$ cat src/rtl/vigna_mdu_arbiter_if.sv
// Bundle of the two requester ports and the shared multiply/divide unit port.
//   req0_* / req1_* : valid, func, op1, op2 from a requester; ready pulse and result back to it
//   mdu_*           : valid, func, op1, op2 to the shared unit; ready pulse and result from it
// Modports:
//   master : the arbiter (it masters the shared unit and answers the requesters)
//   slave  : the surroundings (requesters plus the shared unit)
interface vigna_mdu_arbiter_if #(
  parameter int unsigned XLEN = 32
);
  logic            req0_valid;
  logic [2:0]      req0_func;
  logic [XLEN-1:0] req0_op1;
  logic [XLEN-1:0] req0_op2;
  logic            req0_ready;
  logic [XLEN-1:0] req0_result;

  logic            req1_valid;
  logic [2:0]      req1_func;
  logic [XLEN-1:0] req1_op1;
  logic [XLEN-1:0] req1_op2;
  logic            req1_ready;
  logic [XLEN-1:0] req1_result;

  logic            mdu_valid;
  logic [2:0]      mdu_func;
  logic [XLEN-1:0] mdu_op1;
  logic [XLEN-1:0] mdu_op2;
  logic            mdu_ready;
  logic [XLEN-1:0] mdu_result;

  modport master (
    input  req0_valid, req0_func, req0_op1, req0_op2,
    output req0_ready, req0_result,
    input  req1_valid, req1_func, req1_op1, req1_op2,
    output req1_ready, req1_result,
    output mdu_valid, mdu_func, mdu_op1, mdu_op2,
    input  mdu_ready, mdu_result
  );

  modport slave (
    output req0_valid, req0_func, req0_op1, req0_op2,
    input  req0_ready, req0_result,
    output req1_valid, req1_func, req1_op1, req1_op2,
    input  req1_ready, req1_result,
    input  mdu_valid, mdu_func, mdu_op1, mdu_op2,
    output mdu_ready, mdu_result
  );
endinterface

$ cat src/rtl/vigna_mdu_arbiter.sv
// Two-port round-robin arbiter sharing one vigna_m_ext multiply/divide unit.
// The winning request is latched and issued to the unit; the unit's result is
// returned to the granted requester with a one-cycle ready pulse. All outputs
// are registered.
// Ports:
//   clk   : clock, rising edge
//   reset : asynchronous active-high reset
//   bus   : vigna_mdu_arbiter_if.master (requester ports and shared-unit port)
//   busy  : high whenever the arbiter is not idle
// Optional feature: define VIGNA_MDU_ARB_CACHE_EN to add a single-entry result
// cache that answers an exact repeat of the last unit operation without the unit.
module vigna_mdu_arbiter #(
  parameter int unsigned XLEN = 32
) (
  input  logic                   clk,
  input  logic                   reset,
  vigna_mdu_arbiter_if.master    bus,
  output logic                   busy
);

  typedef enum logic [1:0] {StIdle, StIssue, StResp} state_e;

  state_e          state_q, state_d;
  logic            mdu_valid_q, mdu_valid_d;
  logic [2:0]      func_q, func_d;
  logic [XLEN-1:0] op1_q, op1_d;
  logic [XLEN-1:0] op2_q, op2_d;
  logic            gnt_q, gnt_d;
  logic            rr_q, rr_d;
  logic            rdy0_q, rdy0_d;
  logic            rdy1_q, rdy1_d;
  logic [XLEN-1:0] res0_q, res0_d;
  logic [XLEN-1:0] res1_q, res1_d;
  logic            busy_q, busy_d;

  // Request selection in IDLE: a lone requester wins, a tie goes to rr.
  logic            any_req;
  logic            sel_gnt;
  logic [2:0]      sel_func;
  logic [XLEN-1:0] sel_op1;
  logic [XLEN-1:0] sel_op2;
  logic            cache_hit;

  assign any_req  = bus.req0_valid | bus.req1_valid;
  assign sel_gnt  = (bus.req0_valid & bus.req1_valid) ? rr_q : bus.req1_valid;
  assign sel_func = sel_gnt ? bus.req1_func : bus.req0_func;
  assign sel_op1  = sel_gnt ? bus.req1_op1  : bus.req0_op1;
  assign sel_op2  = sel_gnt ? bus.req1_op2  : bus.req0_op2;

`ifdef VIGNA_MDU_ARB_CACHE_EN
  logic            cache_vld_q, cache_vld_d;
  logic [2:0]      cache_func_q, cache_func_d;
  logic [XLEN-1:0] cache_op1_q, cache_op1_d;
  logic [XLEN-1:0] cache_op2_q, cache_op2_d;
  logic [XLEN-1:0] cache_res_q, cache_res_d;

  assign cache_hit = cache_vld_q && (cache_func_q == sel_func) &&
                     (cache_op1_q == sel_op1) && (cache_op2_q == sel_op2);
`else
  assign cache_hit = 1'b0;
`endif

  always_comb begin
    state_d     = state_q;
    mdu_valid_d = mdu_valid_q;
    func_d      = func_q;
    op1_d       = op1_q;
    op2_d       = op2_q;
    gnt_d       = gnt_q;
    rr_d        = rr_q;
    rdy0_d      = 1'b0;
    rdy1_d      = 1'b0;
    res0_d      = res0_q;
    res1_d      = res1_q;
`ifdef VIGNA_MDU_ARB_CACHE_EN
    cache_vld_d  = cache_vld_q;
    cache_func_d = cache_func_q;
    cache_op1_d  = cache_op1_q;
    cache_op2_d  = cache_op2_q;
    cache_res_d  = cache_res_q;
`endif

    case (state_q)
      StIdle: begin
        if (any_req) begin
          gnt_d = sel_gnt;
          if (cache_hit) begin
`ifdef VIGNA_MDU_ARB_CACHE_EN
            if (sel_gnt) begin
              rdy1_d = 1'b1;
              res1_d = cache_res_q;
            end else begin
              rdy0_d = 1'b1;
              res0_d = cache_res_q;
            end
`endif
            rr_d    = ~sel_gnt;
            state_d = StResp;
          end else begin
            func_d      = sel_func;
            op1_d       = sel_op1;
            op2_d       = sel_op2;
            mdu_valid_d = 1'b1;
            state_d     = StIssue;
          end
        end
      end
      StIssue: begin
        if (bus.mdu_ready) begin
          mdu_valid_d = 1'b0;
          if (gnt_q) begin
            rdy1_d = 1'b1;
            res1_d = bus.mdu_result;
          end else begin
            rdy0_d = 1'b1;
            res0_d = bus.mdu_result;
          end
          rr_d    = ~gnt_q;
          state_d = StResp;
`ifdef VIGNA_MDU_ARB_CACHE_EN
          cache_vld_d  = 1'b1;
          cache_func_d = func_q;
          cache_op1_d  = op1_q;
          cache_op2_d  = op2_q;
          cache_res_d  = bus.mdu_result;
`endif
        end
      end
      // One cycle here plus one in IDLE keeps mdu_valid low for the unit's wait state.
      StResp:  state_d = StIdle;
      default: state_d = StIdle;
    endcase

    busy_d = (state_d != StIdle);
  end

  always_ff @(posedge clk or posedge reset) begin
    if (reset) begin
      state_q     <= StIdle;
      mdu_valid_q <= 1'b0;
      func_q      <= '0;
      op1_q       <= '0;
      op2_q       <= '0;
      gnt_q       <= 1'b0;
      rr_q        <= 1'b0;
      rdy0_q      <= 1'b0;
      rdy1_q      <= 1'b0;
      res0_q      <= '0;
      res1_q      <= '0;
      busy_q      <= 1'b0;
    end else begin
      state_q     <= state_d;
      mdu_valid_q <= mdu_valid_d;
      func_q      <= func_d;
      op1_q       <= op1_d;
      op2_q       <= op2_d;
      gnt_q       <= gnt_d;
      rr_q        <= rr_d;
      rdy0_q      <= rdy0_d;
      rdy1_q      <= rdy1_d;
      res0_q      <= res0_d;
      res1_q      <= res1_d;
      busy_q      <= busy_d;
    end
  end

`ifdef VIGNA_MDU_ARB_CACHE_EN
  always_ff @(posedge clk or posedge reset) begin
    if (reset) begin
      cache_vld_q  <= 1'b0;
      cache_func_q <= '0;
      cache_op1_q  <= '0;
      cache_op2_q  <= '0;
      cache_res_q  <= '0;
    end else begin
      cache_vld_q  <= cache_vld_d;
      cache_func_q <= cache_func_d;
      cache_op1_q  <= cache_op1_d;
      cache_op2_q  <= cache_op2_d;
      cache_res_q  <= cache_res_d;
    end
  end
`endif

  assign bus.mdu_valid   = mdu_valid_q;
  assign bus.mdu_func    = func_q;
  assign bus.mdu_op1     = op1_q;
  assign bus.mdu_op2     = op2_q;
  assign bus.req0_ready  = rdy0_q;
  assign bus.req0_result = res0_q;
  assign bus.req1_ready  = rdy1_q;
  assign bus.req1_result = res1_q;
  assign busy            = busy_q;

endmodule

$ cat src/flat_wrapper.sv
// flat-port wrapper written by rule: the top's interface ports become plain ports
module vigna_mdu_arbiter_flat 
#(
  parameter int unsigned XLEN = 32
)
  (clk, reset, busy, bus_req0_valid, bus_req0_func, bus_req0_op1, bus_req0_op2, bus_req0_ready, bus_req0_result, bus_req1_valid, bus_req1_func, bus_req1_op1, bus_req1_op2, bus_req1_ready, bus_req1_result, bus_mdu_valid, bus_mdu_func, bus_mdu_op1, bus_mdu_op2, bus_mdu_ready, bus_mdu_result);
  vigna_mdu_arbiter_if #(.XLEN(XLEN)) bus_i ();
  input  logic clk;
  input  logic reset;
  output logic busy;
  input wire logic [$bits(bus_i.req0_valid)-1:0] bus_req0_valid;
  input wire logic [$bits(bus_i.req0_func)-1:0] bus_req0_func;
  input wire logic [$bits(bus_i.req0_op1)-1:0] bus_req0_op1;
  input wire logic [$bits(bus_i.req0_op2)-1:0] bus_req0_op2;
  output wire logic [$bits(bus_i.req0_ready)-1:0] bus_req0_ready;
  output wire logic [$bits(bus_i.req0_result)-1:0] bus_req0_result;
  input wire logic [$bits(bus_i.req1_valid)-1:0] bus_req1_valid;
  input wire logic [$bits(bus_i.req1_func)-1:0] bus_req1_func;
  input wire logic [$bits(bus_i.req1_op1)-1:0] bus_req1_op1;
  input wire logic [$bits(bus_i.req1_op2)-1:0] bus_req1_op2;
  output wire logic [$bits(bus_i.req1_ready)-1:0] bus_req1_ready;
  output wire logic [$bits(bus_i.req1_result)-1:0] bus_req1_result;
  output wire logic [$bits(bus_i.mdu_valid)-1:0] bus_mdu_valid;
  output wire logic [$bits(bus_i.mdu_func)-1:0] bus_mdu_func;
  output wire logic [$bits(bus_i.mdu_op1)-1:0] bus_mdu_op1;
  output wire logic [$bits(bus_i.mdu_op2)-1:0] bus_mdu_op2;
  input wire logic [$bits(bus_i.mdu_ready)-1:0] bus_mdu_ready;
  input wire logic [$bits(bus_i.mdu_result)-1:0] bus_mdu_result;
  assign bus_i.req0_valid = bus_req0_valid;
  assign bus_i.req0_func = bus_req0_func;
  assign bus_i.req0_op1 = bus_req0_op1;
  assign bus_i.req0_op2 = bus_req0_op2;
  assign bus_req0_ready = bus_i.req0_ready;
  assign bus_req0_result = bus_i.req0_result;
  assign bus_i.req1_valid = bus_req1_valid;
  assign bus_i.req1_func = bus_req1_func;
  assign bus_i.req1_op1 = bus_req1_op1;
  assign bus_i.req1_op2 = bus_req1_op2;
  assign bus_req1_ready = bus_i.req1_ready;
  assign bus_req1_result = bus_i.req1_result;
  assign bus_mdu_valid = bus_i.mdu_valid;
  assign bus_mdu_func = bus_i.mdu_func;
  assign bus_mdu_op1 = bus_i.mdu_op1;
  assign bus_mdu_op2 = bus_i.mdu_op2;
  assign bus_i.mdu_ready = bus_mdu_ready;
  assign bus_i.mdu_result = bus_mdu_result;
  vigna_mdu_arbiter #(.XLEN(XLEN)) u_core (.clk(clk), .reset(reset), .bus(bus_i), .busy(busy));
endmodule
$ cat config.mk
export PLATFORM = sky130hd
export DESIGN_NAME = vigna_mdu_arbiter_flat
export DESIGN_NICKNAME = d
export VERILOG_FILES = /design/src/rtl/vigna_mdu_arbiter_if.sv /design/src/rtl/vigna_mdu_arbiter.sv /design/src/flat_wrapper.sv
export SDC_FILE = /design/constraint.sdc
export NUM_CORES = 1
export LEC_CHECK = 0
export CAP_MARGIN = 20
export CORE_ASPECT_RATIO = 1.1
export CORE_UTILIZATION = 41
export CTS_CLUSTER_DIAMETER = 100
export DETAILED_ROUTE_END_ITERATION = 10
export GPL_TIMING_DRIVEN = 0
export PLACE_DENSITY = 0.79
export SLEW_MARGIN = 25
export SYNTH_ARGS = -nofsm -noshare
export SYNTH_HDL_FRONTEND = slang
export SYNTH_SLANG_ARGS = --single-unit
$ cat constraint.sdc
create_clock -name clk -period 5.5 [get_ports clk]
set_input_delay 1.1 -clock clk [delete_from_list [all_inputs] [get_ports clk]]
set_output_delay 1.1 -clock clk [all_outputs]
set_load 0.01 [all_outputs]
==> results of run 1 <==
## metrics by stage
| stage | util | setup TNS (ns) | power, uW | setup WS, ns |
|---|---|---|---|---|
| after floorplan | - | 0 | 2851 | 0.6755 |
| after global placement | 0.6501 | -172.36 | 4193 | -1.250 |
| after detailed placement | 0.6525 | 0 | 4250 | 2.312 |
| after CTS | 0.6938 | 0 | 5436 | 2.725 |
| after global routing | 0.6938 | 0 | 5685 | 2.584 |
| final | 0.6938 | 0 | 5396 | 2.747 |
## Yosys cell counts (all sizes together)
cell type	number	area (sq um)
nand2b	1	6.260
dfrtp	139	3478
inv	5	18.76
a21oi	67	335.3
nor2	3	11.26
a31oi	67	419.2
and3b	1	8.760
nand3	68	340.3
nor2b	1	6.260
mux2	64	829.6
clkbuf	37	138.9
o21ai	68	340.3
a211oi	1	7.510
o21bai	1	7.510
o21a	1	7.510
buf	24	167.7
and2	2	12.51
or2	1	6.260
nand2	1	3.750
## kinds of logic (layout without fill, tap and decap cells)
logic type | Yosys count | after routing
AND/OR/NAND/NOR | 78 | 78
multiplexers | 64 | 64
buffers and inverters | 66 | 403
flip-flops | 139 | 139
AO/OA/AOI/OAI | 205 | 205
## worst max path at each step
stage | start | to | slack [ns] | cells after the start
after global placement | reset | u_core.bus.mdu_op2[0] | -1.25 | 2
final | bus_req0_valid | u_core.bus.mdu_op1[0] | 2.75 | 6
after floorplan | reset | u_core.bus.mdu_func[0] | 0.68 | 1
after global routing | bus_req0_valid | u_core.bus.mdu_func[0] | 2.58 | 6
after detailed placement | bus_req0_valid | u_core.bus.mdu_op1[12] | 2.31 | 6
after CTS | bus_req0_valid | u_core.bus.mdu_op1[0] | 2.73 | 6
## layer usage
layer,GRT usage,share of wire,vias to the layer above
met5,0,0,-
met2,0.4644,0.50,292
met4,0.1124,0.023,0
met1,0.3169,0.39,2798
li1,-,-,2698
met3,0.07986,0.082,30
## power groups by stage
stage | registers (uW) | clock network [uW] | logic, uW
2_1_floorplan | 2030 | 0 | 826
3_3_place_gp | 1790 | 0 | 2400
3_5_place_dp | 1820 | 0 | 2430
4_1_cts | 1810 | 1170 | 2450
5_1_grt | 1860 | 1220 | 2600
6_report | 1810 | 1160 | 2430
## placed cells by master, fill, tap and decap left out
master           netlist  routed
buf_1                  2       2
nor2_1                 3       3
mux2_4                29      29
mux2_2                35      35
or2_1                  1       1
clkbuf_1              37      37
buf_2                 14      14
and3b_1                1       1
and2_1                 2       2
nand3_1               68      68
clkinvlp_4             0       1
dfrtp_1              139     139
clkdlybuf4s50_1        0     304
inv_1                  4       3
o21ai_0               68      68
o21bai_1               1       1
a21oi_1               67      67
clkbuf_8               0       1
inv_8                  0       2
buf_16                 0       1
inv_2                  1       1
clkbuf_16              0      17
o21a_1                 1       1
nor2b_1                1       1
buf_6                  8       8
a211oi_1               1       1
a31oi_1               67      67
bufinv_16              0       2
inv_6                  0       5
clkinv_2               0       2
clkinv_4               0       3
nand2b_1               1       1
nand2_1                1       1
## critical path: stages
cell	delay [ns]
clkdlybuf4s50_1	0.50
nor2b_1	0.35
clkbuf_1	0.40
clkbuf_1	0.39
o21ai_0	0.17
a31oi_1	0.18
## flip-flops by register name, summed over array words and instances, names as in the netlist
signal and cells:
u_core.bus.req0_ready 1, u_core.bus.req0_result 32, u_core.bus.mdu_func 3, u_core.bus.mdu_valid 1, u_core.busy 1, u_core.bus.mdu_op2 32, u_core.gnt_q 1, u_core.rr_q 1
u_core.state_q 2, u_core.bus.mdu_op1 32, u_core.bus.req1_ready 1, u_core.bus.req1_result 32
## area by class of cell
cell class | count | area (sq um) | share of cell area
buffer | 61 | 306.5 | 0.03046
clock buffer | 18 | 439.2 | 0.04365
clock inverter | 14 | 158.9 | 0.01579
inverter | 5 | 26.28 | 0.002611
multi-input combinational | 347 | 2342 | 0.2328
sequential | 139 | 3478 | 0.3457
tap | 192 | 240.2 | 0.02387
timing repair buffer | 305 | 3070 | 0.3051
==> impl_results.md, run 1 <==
- Worst-Skew Late Latency: 0.42 ns
- DR vias: around 5,800
- Net switching share of the total power: 0.3257
- WL/cell: roughly 19 microns
- Placement row count: 46
- PD cells: between 500 and 600 mW/mm^2
- Drt pass-1 iters: 6
- Mapped Nets: 723
- H-tree depth: 4
- Hold depth: 1
- Total GRT Usage: 0.2695
- I/O pin total: 306
- Crit Path Max Fanout: 10
- Hold Path Sink: u_core.busy
- Post-CTS Hold Buffers: 0
- HPWL Detailed: 15,000 microns
- Status: completed
- Max Root-Sink Buffers: 2
- Logic gate share of total power: 0.450
- Cells after synthesis: between 500 and 600
- Fillers: 1,129
- Pin slew with the least headroom to its limit: around 0.64 ns
- Vias in the first global route: 5,882
- Design area: 0.01006 sq mm
- CORE AREA: 0.01450 sq mm
- CTS tree: done
- Minimum hold slack: around 0.47 ns
- Die height: 130.4 microns
- Hold/Removal Path Class: register to register
- First-pass GRT wire length: 31,620 microns
- Simple logic cell fraction of the synthesized area: 0.06433
- Layout area overhead: 63.72%
- Post-DR vias/cell: roughly 5.4
- Max Slew Vio Count: 0
- TritonCTS Buffers: 17
- R2R Setup Slk: 3.55 ns
- # diodes: 0
- Port bufs: 304
- Cell Count, Final, Fillers Out: 1,081
- Sequential power share: 0.335
- Worst-case reg-to-reg path depth: 5
- Arrival time at the worst endpoint: 3.09 ns
- Layout cells sized above 1: 0.1361
- Syn_area_per_cell: about 11 sq um
- Crit Path Category: primary input to register
- Final setup fails: 0
- Initial antenna violation count: 0
- CTS Sinks: 139
- Resized cells post-CTS: 0
- Int Power: 3638 uW
- Period utilization: 0.5006
- Leakage power: 0.004049 uW
- Synth Area in Adders: 0
- RR Startpoint: u_core.state_q[0]
- GPL Wtd Cong: 0.8077
- Sequential area share after synthesis: 0.5660
- Final count of hold timing violations: 0
- Initial DRC Count: 413
- RSZ-0062 raised after global routing: no
- Clock skew: 0.01043 ns
- Post-DRT Antenna Nets: 0
- Complex-gate fraction of the synthesized area: 0.1818
- Clock transition at path regs: 0.06 ns
- Total gr overflow: 0
- Area of the die: 0.01548 sq mm
- Max Fclk: between 300 and 400 MHz
- XOR/XNOR share of the synthesized area: 0
- Net Switching: approximately 1800 uW
- # nets final: approximately 1,000
- Synth cell types: 23
- Synthesized flop and latch total: 139
- Synthesized area: 0.006146 sq mm
- CP Launch Type: primary input
- Post-CTS Setup Bufs: 0
- Post-DP Area: 0.009464 sq mm
- Max transition margin: 0.5716
- Fin crit period: 2.753 ns
- Peak supply drop: 219.4 uV
- Worst R2R End: u_core.bus.mdu_op1[12]
- Initial core utilization: 0.4237
- Largest family of logic cells by synthesized area: compound AO/OA/AOI/OAI gates
- Final wirelength: 20,740 microns
- Worst setup EP type: register
- Ys Warns: 0
- Root Driver: clkbuf_16
- DRC errors left: 0
- Largest net degree at the start of global routing: 82
- Die span in x: 118.7 microns
- Placed cells: 1,049
- Hold Crit Start: u_core.state_q[1]
- Worst Path Required: between 5 and 6 ns
- Clk pwr share: 0.214
- Max Cap Viol: 0
- Mux cell area share after synthesis: 0.1350
(Power assumes the default switching activity.)
==> run 2: changes to the inputs <==
--- a/config.mk
+++ b/config.mk
@@ -7,11 +7,11 @@
 export LEC_CHECK = 0
 export CAP_MARGIN = 20
 export CORE_ASPECT_RATIO = 1.1
-export CORE_UTILIZATION = 41
+export CORE_UTILIZATION = 37
 export CTS_CLUSTER_DIAMETER = 100
 export DETAILED_ROUTE_END_ITERATION = 10
 export GPL_TIMING_DRIVEN = 0
-export PLACE_DENSITY = 0.79
+export PLACE_DENSITY = 0.75
 export SLEW_MARGIN = 25
 export SYNTH_ARGS = -nofsm -noshare
 export SYNTH_HDL_FRONTEND = slang
==> constraint.sdc (replaced) <==
create_clock -name clk -period 2.3 [get_ports clk]
set_input_delay 0.46 -clock clk [delete_from_list [all_inputs] [get_ports clk]]
set_output_delay 0.46 -clock clk [all_outputs]
set_load 0.01 [all_outputs]
==> run 2 against run 1 <==
Against the previous run: the flow now finishes with violations (design-rule violations); global-route usage decreased by 2.9 points; via count about the same; clock power increased by 120%; combinational power increased by 140%; clock skew increased by 0.0028 ns; sequential power increased by 140%; sequential share of layout area decreased by 0.20 points.
==> impl_results.md, run 2 (synthesis gave the netlist of run 1 again) <==
- Worst-case reg-to-reg path depth: 5 (unchanged)
- DRC errors left: 47 (+47)
- Die span in x: 124.9 microns (+5.2%)
- Net Switching: 4250 uW (+140%)
- # diodes: 0 (unchanged)
- Post-CTS Setup Bufs: 0 (unchanged)
- Die height: 137.2 microns (+5.2%)
- PD cells: 1258 mW/mm^2 (+130%)
- Placement row count: 49 (+6.5%)
- Crit Path Category: primary input to register
- Post-DR vias/cell: 5.305 (-1.4%)
- Logic gate share of total power: 0.457 (+0.007)
- RSZ-0062 raised after global routing: no
- GPL Wtd Cong: 0.8138 (+0.76%)
- CP Launch Type: primary input
- Area of the die: 0.01713 sq mm (+11%)
- Tot Pwr: 12,740 uW (+140%)
- Period utilization: 0.9142
- CTS tree: done
- CORE AREA: 0.01631 sq mm (+12%)
- Max Fclk: around 480 MHz
- H-tree depth: 4 (unchanged)
- Worst R2R End: u_core.bus.mdu_op1[20]
- R2R Setup Slk: 0.37 ns (-3.18 ns)
- WL/cell: 18.67 microns (-2.7%)
- Status: finished with violations
- Leakage power: 0.004062 uW (+0.31%)
- RR Startpoint: u_core.state_q[1]
- Arrival time at the worst endpoint: 2.44 ns (-0.65 ns)
- Layout cells sized above 1: 0.1400 (+0.003870)
- Design area: 0.01012 sq mm (+0.58%)
- TritonCTS Buffers: 17 (unchanged)
- Commonest non-fill, non-tap cell in the layout: clkdlybuf4s50_1
- Resized cells post-CTS: 0 (unchanged)
- CTS Sinks: 139 (unchanged)
- Largest net degree at the start of global routing: 32 (-61%)
- Max transition margin: 0.5829 (+0.01132)
- Peak supply drop: 573.1 uV (+160%)
- HPWL Detailed: 15,380 microns (+2.5%)
- I/O pin total: 306 (unchanged)
- Max Slew Vio Count: 0 (unchanged)
- Initial DRC Count: 371 (-10%)
- # nets final: 1,051 (+0.38%)
- Root Driver: clkbuf_16
- Hold/Removal Path Class: primary input to asynchronous set/reset pin
- Placed cells: 1,065 (+1.5%)
- Vias in the first global route: 5,801 (-1.4%)
- Net switching share of the total power: 0.3337 (+0.007966)
- Layout area overhead: 64.68%
- Final count of hold timing violations: 0 (unchanged)
- Final wirelength: 20,480 microns (-1.3%)
- Failing checks: design-rule violations
- Sequential power share: 0.340 (+0.005)
- Pin slew with the least headroom to its limit: 0.6256 ns (-0.01698 ns)
- Clock transition at path regs: 0.06 ns (about the same)
- Crit Path Max Fanout: 10 (unchanged)
- Cell Count, Final, Fillers Out: 1,097 (+1.5%)
- Int Power: 8486 uW (+130%)
- Worst-Skew Late Latency: 0.41 ns (about the same)
- Initial antenna violation count: 0 (unchanged)
- Max Cap Viol: 0 (unchanged)
- Post-CTS Hold Buffers: 0 (unchanged)
- Total gr overflow: 0 (unchanged)
- Fin crit period: 2.103 ns
- DR vias: 5,820 (+0.034%)
- Final setup fails: 0 (unchanged)
- Post-layout util: 0.6206 (-0.07315)
- First-pass GRT wire length: 31,880 microns (+0.83%)
- CP startpoint: bus_req0_valid
- Clk pwr share: 0.203 (-0.011)
- Most frequent cells in the layout: clkdlybuf4s50_1 (304), dfrtp_1 (139), o21ai_0 (68), nand3_1 (68)
- Port bufs: 304 (unchanged)
- Total GRT Usage: 0.2409 (-0.02857)
- Clock skew: 0.01320 ns (+0.002761 ns)
- Post-DRT Antenna Nets: 0 (unchanged)
- Worst setup EP type: register
- Max Root-Sink Buffers: 2 (unchanged)
- Initial core utilization: 0.3769 (-0.04688)
- Post-DP Area: 0.009563 sq mm (+1.0%)
- Drt pass-1 iters: 8 (+2)
- Worst Path Required: 2.63 ns (-3.21 ns)
==> run 2: cell count changes in the layout (fill, tap and decap cells not counted) <==
| cell | delta |
|---|---|
| inv_8 | +1 |
| clkinvlp_4 | +2 |
| buf_16 | +1 |
| clkinv_2 | -1 |
| clkbuf_8 | -1 |
| bufinv_16 | -2 |
| inv_6 | +1 |
| buf_12 | +3 |
==> run 2: worst max-delay path by stage <==
stage                                        end  slack [ns]  cells past startpoint
final                      u_core.bus.mdu_op1[2]        0.20                      6
after global routing       u_core.bus.mdu_op1[1]        0.08                      6
after CTS                  u_core.bus.mdu_op1[2]        0.23                      6
after detailed placement  u_core.bus.mdu_func[0]       -0.21                      6
after global placement    u_core.bus.mdu_op2[18]       -1.19                      2
after floorplan           u_core.bus.mdu_func[0]        0.10                      1
==> run 2: per-stage QoR <==
step | setup slack (ns) | TNS (ns) | hold slack, ns
final | 0.1974 | 0 | 0.4321
after global routing | 0.07666 | 0 | 0.4756
after CTS | 0.2299 | 0 | 0.4267
after floorplan | 0.1049 | 0 | 0.4422
after global placement | -1.191 | -169.02 | 0.4544
after detailed placement | -0.2054 | -6.282 | 0.4698
==> run 2: cell type report <==
cell class | count | area [sq um]
clock buffer | 17 | 425.4
fill | 1357 | 6187
tap | 204 | 255.2
buffer | 61 | 306.5
sequential | 139 | 3478
timing repair buffer | 309 | 3158
multi-input combinational | 347 | 2342
inverter | 5 | 22.52
clock inverter | 15 | 132.6
==> run 2: power by group through the flow <==
stage | clock (uW) | sequential [uW] | combinational (uW)
2_1_floorplan | 0 | 4840 | 1980
3_3_place_gp | 0 | 4290 | 5760
3_5_place_dp | 0 | 4340 | 5840
4_1_cts | 2630 | 4320 | 5860
5_1_grt | 2750 | 4470 | 6220
6_report | 2590 | 4330 | 5820
==> run 2: layer usage <==
metal	vias up	track usage	part of all wire
li1	2686	-	-
met1	2819	0.2929	0.40
met2	282	0.4082	0.49
met3	33	0.07029	0.080
met4	0	0.09146	0.026
met5	-	0	0
==> run 2: worst max-delay path: stages <==
cell	delay, ns
clkdlybuf4s50_1	0.51
nor2b_1	0.35
clkbuf_1	0.40
clkbuf_1	0.38
o21ai_0	0.16
a31oi_1	0.17
